[src/rtl/stg_3_ex_pkg.sv]
// -----------------------------------------------------------------------------
// stg_3_ex_pkg
//
// Shared definitions for the execute stage (stg_3_ex) and its iterative
// multiplier (seq_multiplier):
//   VALUE_W     datapath width in bits
//   REG_ADDR_W  register address width
//   ALU_OP_W    opcode width
//   SHAMT_W     number of rs2 bits that form a shift amount
//   CNT_W       width of the multiply iteration counter
//   alu_op_t    ALU opcode encoding (codes above ALU_MUL are undefined)
//   me_reg_t    contents of the EX/ME pipeline register
//   me_bubble() the ME register value that represents "no instruction"
// -----------------------------------------------------------------------------
package stg_3_ex_pkg;

  localparam int VALUE_W    = 16;
  localparam int REG_ADDR_W = 5;
  localparam int ALU_OP_W   = 4;
  localparam int SHAMT_W    = $clog2(VALUE_W);
  localparam int CNT_W      = $clog2(VALUE_W);

  typedef enum logic [ALU_OP_W-1:0] {
    ALU_ADD = 4'd0,
    ALU_SUB = 4'd1,
    ALU_AND = 4'd2,
    ALU_OR  = 4'd3,
    ALU_XOR = 4'd4,
    ALU_SLL = 4'd5,
    ALU_SRL = 4'd6,
    ALU_MUL = 4'd7
  } alu_op_t;

  typedef struct packed {
    logic [VALUE_W-1:0]    aluout;
    logic                  aluzero;
    logic [REG_ADDR_W-1:0] rd;
    logic                  reg_write;
    logic                  print_value;
  } me_reg_t;

  // A bubble never writes the register file and never prints; its result
  // field reads as zero, so the zero flag is set.
  function automatic me_reg_t me_bubble();
    me_reg_t b;
    b.aluout      = '0;
    b.aluzero     = 1'b1;
    b.rd          = '0;
    b.reg_write   = 1'b0;
    b.print_value = 1'b0;
    return b;
  endfunction

endpackage

[src/rtl/stg_3_ex_seq_multiplier.sv]
// -----------------------------------------------------------------------------
// seq_multiplier
//
// Iterative shift-add multiplier producing the low VALUE_W bits of the
// unsigned product a*b. One multiplier bit is consumed per busy cycle, so an
// operation occupies exactly VALUE_W busy cycles after the start edge.
//
// Ports:
//   clock    rising-edge clock
//   reset    asynchronous, active-low; aborts any operation in flight
//   start    latch a/b, clear accumulator and counter, go busy (ignored
//            while already busy)
//   a, b     operands (multiplicand, multiplier), sampled on the start edge
//   busy     an operation is in progress
//   last     this busy cycle processes the final multiplier bit
//   product  accumulator plus the current partial product; equals the full
//            product during the cycle in which last is high
// -----------------------------------------------------------------------------
import stg_3_ex_pkg::*;

module seq_multiplier (
  input  logic               clock,
  input  logic               reset,
  input  logic               start,
  input  logic [VALUE_W-1:0] a,
  input  logic [VALUE_W-1:0] b,
  output logic               busy,
  output logic               last,
  output logic [VALUE_W-1:0] product
);

  logic               busy_q;
  logic [CNT_W-1:0]   cnt_q;
  logic [VALUE_W-1:0] mcand_q;   // multiplicand, shifted left each iteration
  logic [VALUE_W-1:0] mplier_q;  // multiplier, shifted right each iteration
  logic [VALUE_W-1:0] acc_q;
  logic [VALUE_W-1:0] partial;

  // The current multiplier bit always sits in mplier_q[0]; mcand_q already
  // carries the matching weight, so the partial product needs no shifter.
  assign partial = mplier_q[0] ? mcand_q : '0;

  // Exposing acc + partial lets the caller take the product on the same edge
  // that consumes the last bit, saving a cycle of latency.
  assign product = acc_q + partial;
  assign busy    = busy_q;
  assign last    = busy_q && (cnt_q == CNT_W'(VALUE_W - 1));

  // NOTE: sequential state uses non-blocking assignments so every register
  // samples the pre-edge values, independent of statement order.
  always_ff @(posedge clock or negedge reset) begin
    if (!reset) begin
      busy_q   <= 1'b0;
      cnt_q    <= '0;
      mcand_q  <= '0;
      mplier_q <= '0;
      acc_q    <= '0;
    end else if (start && !busy_q) begin
      busy_q   <= 1'b1;
      cnt_q    <= '0;
      mcand_q  <= a;
      mplier_q <= b;
      acc_q    <= '0;
    end else if (busy_q) begin
      acc_q    <= product;
      mcand_q  <= mcand_q << 1;
      mplier_q <= mplier_q >> 1;
      if (last) begin
        // Clearing instead of incrementing keeps the counter from wrapping
        // inside an operation.
        busy_q <= 1'b0;
        cnt_q  <= '0;
      end else begin
        cnt_q  <= cnt_q + CNT_W'(1);
      end
    end
  end

endmodule

[src/rtl/stg_3_ex.sv]
// -----------------------------------------------------------------------------
// stg_3_ex
//
// Execute stage of the pipeline. Single-cycle ALU operations (ADD, SUB, AND,
// OR, XOR, SLL, SRL) are computed combinationally and registered into the ME
// stage register on the next rising edge. MUL is handed to seq_multiplier and
// stalls upstream for VALUE_W cycles; ME receives bubbles meanwhile and the
// product, with the destination/control bits captured at issue, on the
// (VALUE_W+1)th edge.
//
// Ports:
//   clock                 rising-edge clock
//   reset                 asynchronous, active-low
//   r_ex_valid            an instruction is present in EX
//   r_ex_aluop            ALU opcode (alu_op_t encoding)
//   r_ex_rs1val/rs2val    operand values
//   r_ex_rd               destination register
//   r_ex_RegWrite         register-file write enable, passed to ME
//   r_ex_PrintValue       print request, passed to ME
//   r_me_aluout           registered result
//   r_me_rd               registered destination register
//   r_me_aluzero          registered (result == 0)
//   r_me_RegWrite         registered write enable
//   r_me_PrintValue       registered print request
//   ex_stall              combinational; upstream holds r_ex_* while high
// -----------------------------------------------------------------------------
import stg_3_ex_pkg::*;

module stg_3_ex (
  input  logic                  clock,
  input  logic                  reset,
  input  logic                  r_ex_valid,
  input  logic [ALU_OP_W-1:0]   r_ex_aluop,
  input  logic [VALUE_W-1:0]    r_ex_rs1val,
  input  logic [VALUE_W-1:0]    r_ex_rs2val,
  input  logic [REG_ADDR_W-1:0] r_ex_rd,
  input  logic                  r_ex_RegWrite,
  input  logic                  r_ex_PrintValue,
  output logic [VALUE_W-1:0]    r_me_aluout,
  output logic [REG_ADDR_W-1:0] r_me_rd,
  output logic                  r_me_aluzero,
  output logic                  r_me_RegWrite,
  output logic                  r_me_PrintValue,
  output logic                  ex_stall
);

  localparam logic [0:0] ST_IDLE     = 1'b0;
  localparam logic [0:0] ST_MUL_BUSY = 1'b1;

  logic [0:0]            state_q, state_d;
  me_reg_t               me_q, me_d;

  // Destination and control bits of the MUL in flight; the r_ex_* inputs are
  // not trusted once the multiply has been accepted.
  logic [REG_ADDR_W-1:0] hold_rd_q;
  logic                  hold_rw_q;
  logic                  hold_pv_q;

  alu_op_t               op;
  logic                  op_defined;
  logic [VALUE_W-1:0]    alu_result;
  logic [SHAMT_W-1:0]    shamt;

  logic                  mul_start;
  logic                  mul_busy;
  logic                  mul_last;
  logic [VALUE_W-1:0]    mul_product;

  assign op         = alu_op_t'(r_ex_aluop);
  assign op_defined = (r_ex_aluop <= ALU_MUL);
  assign shamt      = r_ex_rs2val[SHAMT_W-1:0];

  // ---------------------------------------------------------------------------
  // Single-cycle ALU. MUL and undefined codes yield zero here; MUL results
  // come from the multiplier instead.
  // ---------------------------------------------------------------------------
  always_comb begin
    // NOTE: a default before the case keeps every path assigned, so no latch
    // is inferred for codes the case does not list.
    alu_result = '0;
    case (op)
      ALU_ADD: alu_result = r_ex_rs1val + r_ex_rs2val;
      ALU_SUB: alu_result = r_ex_rs1val - r_ex_rs2val;
      ALU_AND: alu_result = r_ex_rs1val & r_ex_rs2val;
      ALU_OR:  alu_result = r_ex_rs1val | r_ex_rs2val;
      ALU_XOR: alu_result = r_ex_rs1val ^ r_ex_rs2val;
      ALU_SLL: alu_result = r_ex_rs1val << shamt;
      ALU_SRL: alu_result = r_ex_rs1val >> shamt;
      default: alu_result = '0;
    endcase
  end

  // ---------------------------------------------------------------------------
  // Iterative multiplier
  // ---------------------------------------------------------------------------
  assign mul_start = (state_q == ST_IDLE) && r_ex_valid && (op == ALU_MUL);

  seq_multiplier u_mul (
    .clock   (clock),
    .reset   (reset),
    .start   (mul_start),
    .a       (r_ex_rs1val),
    .b       (r_ex_rs2val),
    .busy    (mul_busy),
    .last    (mul_last),
    .product (mul_product)
  );

  // Stall on the issue cycle and on every busy cycle except the final one;
  // during the final cycle upstream may present the next instruction, which
  // is accepted on the same edge that retires the product. Gating with reset
  // keeps the stall low while reset is held, even if a MUL is presented.
  assign ex_stall = reset &&
                    (mul_start || ((state_q == ST_MUL_BUSY) && !mul_last));

  // ---------------------------------------------------------------------------
  // FSM next state
  // ---------------------------------------------------------------------------
  always_comb begin
    state_d = state_q;
    case (state_q)
      ST_IDLE: begin
        if (mul_start) state_d = ST_MUL_BUSY;
      end
      ST_MUL_BUSY: begin
        // !mul_busy only guards against the two trackers ever disagreeing.
        if (mul_last || !mul_busy) state_d = ST_IDLE;
      end
      default: state_d = ST_IDLE;
    endcase
  end

  // ---------------------------------------------------------------------------
  // ME stage register next value
  // ---------------------------------------------------------------------------
  always_comb begin
    me_d = me_bubble();
    if (state_q == ST_MUL_BUSY) begin
      if (mul_last) begin
        me_d.aluout      = mul_product;
        me_d.aluzero     = (mul_product == '0);
        me_d.rd          = hold_rd_q;
        me_d.reg_write   = hold_rw_q;
        me_d.print_value = hold_pv_q;
      end
    end else if (r_ex_valid && !mul_start) begin
      me_d.rd          = r_ex_rd;
      me_d.print_value = r_ex_PrintValue;
      if (op_defined) begin
        me_d.aluout    = alu_result;
        me_d.aluzero   = (alu_result == '0);
        me_d.reg_write = r_ex_RegWrite;
      end else begin
        // Undefined opcode: zero result, and never write the register file.
        me_d.aluout    = '0;
        me_d.aluzero   = 1'b1;
        me_d.reg_write = 1'b0;
      end
    end
  end

  // ---------------------------------------------------------------------------
  // Registers
  // ---------------------------------------------------------------------------
  always_ff @(posedge clock or negedge reset) begin
    if (!reset) begin
      state_q   <= ST_IDLE;
      me_q      <= me_bubble();
      hold_rd_q <= '0;
      hold_rw_q <= 1'b0;
      hold_pv_q <= 1'b0;
    end else begin
      state_q <= state_d;
      me_q    <= me_d;
      if (mul_start) begin
        hold_rd_q <= r_ex_rd;
        hold_rw_q <= r_ex_RegWrite;
        hold_pv_q <= r_ex_PrintValue;
      end
    end
  end

  assign r_me_aluout     = me_q.aluout;
  assign r_me_aluzero    = me_q.aluzero;
  assign r_me_rd         = me_q.rd;
  assign r_me_RegWrite   = me_q.reg_write;
  assign r_me_PrintValue = me_q.print_value;

endmodule

[config.mk]
export PLATFORM = sky130hd
export DESIGN_NAME = stg_3_ex
export DESIGN_NICKNAME = d
export VERILOG_FILES = /design/src/rtl/stg_3_ex_pkg.sv /design/src/rtl/stg_3_ex_seq_multiplier.sv /design/src/rtl/stg_3_ex.sv
export SDC_FILE = /design/constraint.sdc
export NUM_CORES = 1
export LEC_CHECK = 0
export ABC_AREA = 1
export CORE_MARGIN = 3
export CORE_UTILIZATION = 45
export DETAILED_ROUTE_END_ITERATION = 12
export GPL_ROUTABILITY_DRIVEN = 0
export SETUP_SLACK_MARGIN = 0.1
export SKIP_CTS_REPAIR_TIMING = 1
export SYNTH_ARGS = -nofsm -noshare
export SYNTH_HDL_FRONTEND = slang
export SYNTH_SLANG_ARGS = --single-unit
export TNS_END_PERCENT = 20
[constraint.sdc]
create_clock -name clock -period 7.85 [get_ports clock]
set_clock_uncertainty 0.15 [all_clocks]
set_input_delay 1.57 -clock clock [delete_from_list [all_inputs] [get_ports clock]]
set_output_delay 1.57 -clock clock [all_outputs]
set_load 0.05 [all_outputs]
==> reports/qor.txt <==
mapped cell area -> 7841 µm²
status -> complete, no violations
Mean Syn Cell Area -> 6.380 µm²
Placed Cells -> 1,486
met3 routed WL -> 2413 µm
Total Power -> 1.775 mW
Worst Path Class, Setup -> in2out
Slowest cell on crit path -> clkdlybuf4s50_1
critical path required time -> 6.13 ns
Core Area -> 16,820 µm²
Max-Cap Viols -> 0
post-detail-place hpwl -> 20,410 µm
worst skew pair latency -> 0.34 ns
min-delay src -> hold_rd_q[0]
commonest cells after routing, fill and taps aside -> 419 x nand2_1, 149 x nand3_1, 145 x inv_1
first-pass GRT wire length -> 41,490 µm
total number of vias -> 8,183
synthesis-stage register bit count -> 85
Pins Over Slew Limit -> 0
R2R setup slack -> 4.45 ns
Hold Crit Class -> reg2reg
Root Driver -> clkbuf_16
Final setup violation count -> 0
# DRC -> 0
WL met2 -> 10,930 µm
Crit Path Max Fanout -> 12
Syn Nets -> 1,342
vias in the first global route -> 7,516
num rows -> 47
Worst Setup Start Kind -> input port
I/O pin count -> 71
Fillers -> 1,811
commonest non-fill, non-tap cell in the layout -> nand2_1
Worst-Margin Slew -> 1.124 ns
clk sinks -> 85
r2r endpoint -> r_me_aluout[11]
CTS max path bufs -> 2
final hold violation count -> 0
ANT cells -> 0
Synth warnings -> 0
H-tree depth reported by CTS -> 3
WL per Instance -> 17.31 µm
TritonCTS clock tree -> built
top_reg_cell synth -> dfrtp_1
total track usage -> 0.2694
Total Neg Setup Slack -> 0 ns
share of layout cells above drive strength 1 -> 0.03588
Synth async-reset ratio -> 1.000
Most Frequent Cell on Critical Path -> clkdlybuf4s50_1
Post-Route M1 WL -> 12,120 µm
largest net degree at the start of global routing -> 58
slew margin rel. -> 0.2481
CP Buf/Inv Count -> 2
max frequency -> 164.4 MHz
DRT Pass-1 Iters -> 5
RSZ-0062 raised after global routing -> no
Area Growth Syn to Fin -> 14.55%
initial antenna violation count -> 0
IO buf count -> 70
CP Data Arrival Time -> 4.36 ns
crit-path cells -> clkdlybuf4s50_1 -> nor3_2 -> nand3_1 -> a21boi_0 -> clkdlybuf4s50_1
die height -> 138.0 µm
die area -> 19,050 µm²
hold_ws -> 0.3358 ns
CP Capture Type -> output port
Synth cell types -> 39
Num CTS Buffers -> 9
routed wire length -> 26,000 µm
Non-Filler Instances -> 1,502
P per Cell Area -> 197.6 nW/µm²
Reg clk slew, reported paths -> 0.06 ns
nets -> 1,390
Cells after Synth -> 1,229
hold depth -> 2
leakage -> 4.637 nW
initial core utilization -> 0.4662
CP peak stage delay -> 0.84 ns
Post-Route Utilization -> 0.5341
Die X -> 138.0 µm
DR vias/cell -> 5.448
EDFF count, synth -> 0
share of the yosys chip area belonging to registers -> 0.2714
Worst path top cell family by delay -> buffers and inverters
Worst R2R Path Depth -> 6
worst r2r src -> u_mul.busy
GRT overflow -> 0
Peak VDD IR -> 157.2 µV
final antenna-violating net count -> 0
Final period util -> 0.7748
uppermost layer routed -> met4
Starting DRT DRC Count -> 788
minimum clock period -> 6.082 ns
Worst Hold End -> hold_rd_q[0]
## cells by family (layout without fill, tap and decap cells)
logic type	after synthesis	in the layout	synth area share
AO/OA/AOI/OAI	151	151	0.1176
AND/OR/NAND/NOR	713	713	0.3798
flip-flops	85	85	0.2714
adder cells (fa/ha/maj)	67	67	0.1088
buffers and inverters	189	242	0.09558
XOR/XNOR	24	24	0.02681
## per-layer routing
metal / vias up / global-route usage
met5: - / 0
met4: 0 / 0.06084
met3: 45 / 0.06043
met2: 304 / 0.3967
met1: 3750 / 0.4034
li1: 4084 / -
## synthesized netlist by cell type (2+ instances only)
cell type  count  share of area
o21ai_0       53          0.034
clkbuf_1      20         0.0096
o211ai_1      24          0.023
nor2_2         7         0.0056
and2_1         4         0.0032
buf_6          2         0.0029
xor2_1        15          0.017
dfrtp_1       84           0.27
xnor2_1        9          0.010
a21oi_1       36          0.023
o22ai_1       11         0.0088
fa_1           2         0.0051
nand3_1      149          0.095
a21boi_0       2         0.0019
nand2_1      419           0.20
buf_2         11         0.0070
o221ai_1      10          0.011
o21ai_1        2         0.0013
inv_1        145          0.069
inv_2          6         0.0029
nand3b_1       7         0.0067
nor2_1       104          0.050
buf_4          3         0.0029
ha_1          65           0.10
nand4_1        9         0.0072
nor3_1         3         0.0019
or2_2          8         0.0064
o21a_1         2         0.0019
nor3_2         2         0.0026
a32o_1         6         0.0077
## flip-flops by register name, indices dropped and copies added, names as in the netlist, 4 cells and up
name            flops
u_mul.cnt_q         4
u_mul.mcand_q      16
hold_rd_q           5
u_mul.acc_q        16
r_me_rd             5
r_me_aluout        16
u_mul.mplier_q     16
## final cells by class
class,instances,area (µm²),area share
multi-input combinational,955,4969,0.5531
sequential,85,2128,0.2369
timing repair buffer,74,728.2,0.08107
inverter,152,570.5,0.06352
tap,220,275.3,0.03064
clock buffer,12,256.5,0.02856
clock inverter,4,55.05,0.006129
## stage by stage
step           setup slack [ns]  area, µm²
6_report                  1.768       8982
3_3_place_gp              1.763       8671
2_1_floorplan             2.591       7841
3_5_place_dp              1.713       8671
4_1_cts                   1.695       8982
5_1_grt                   1.433       8982
## where the power goes
group / total, mW / switching [mW] / leakage [nW] / internal [mW]
clock network: 0.443 / 0.177 / 0.149 / 0.266
logic: 0.692 / 0.454 / 3.35 / 0.237
registers: 0.640 / 0.0962 / 1.14 / 0.544
## worst max path at each step
stage / start / to / slack (ns) / cells past startpoint
2_1_floorplan: r_ex_valid / ex_stall / 2.59 / 5
3_3_place_gp: r_ex_aluop[3] / ex_stall / 1.76 / 5
3_5_place_dp: r_ex_aluop[3] / ex_stall / 1.71 / 5
4_1_cts: r_ex_aluop[3] / ex_stall / 1.70 / 5
5_1_grt: r_ex_aluop[3] / ex_stall / 1.43 / 5
6_report: r_ex_aluop[3] / ex_stall / 1.77 / 5
## worst register-to-register path: stages, from the launching register on
cell     delay, ns
dfrtp_1       1.05
inv_1         0.68
nor2_1        0.25
inv_1         0.08
nor2_2        0.40
inv_1         0.34
o22ai_1       0.33
No activity file was read; power rests on OpenSTA's default activity.
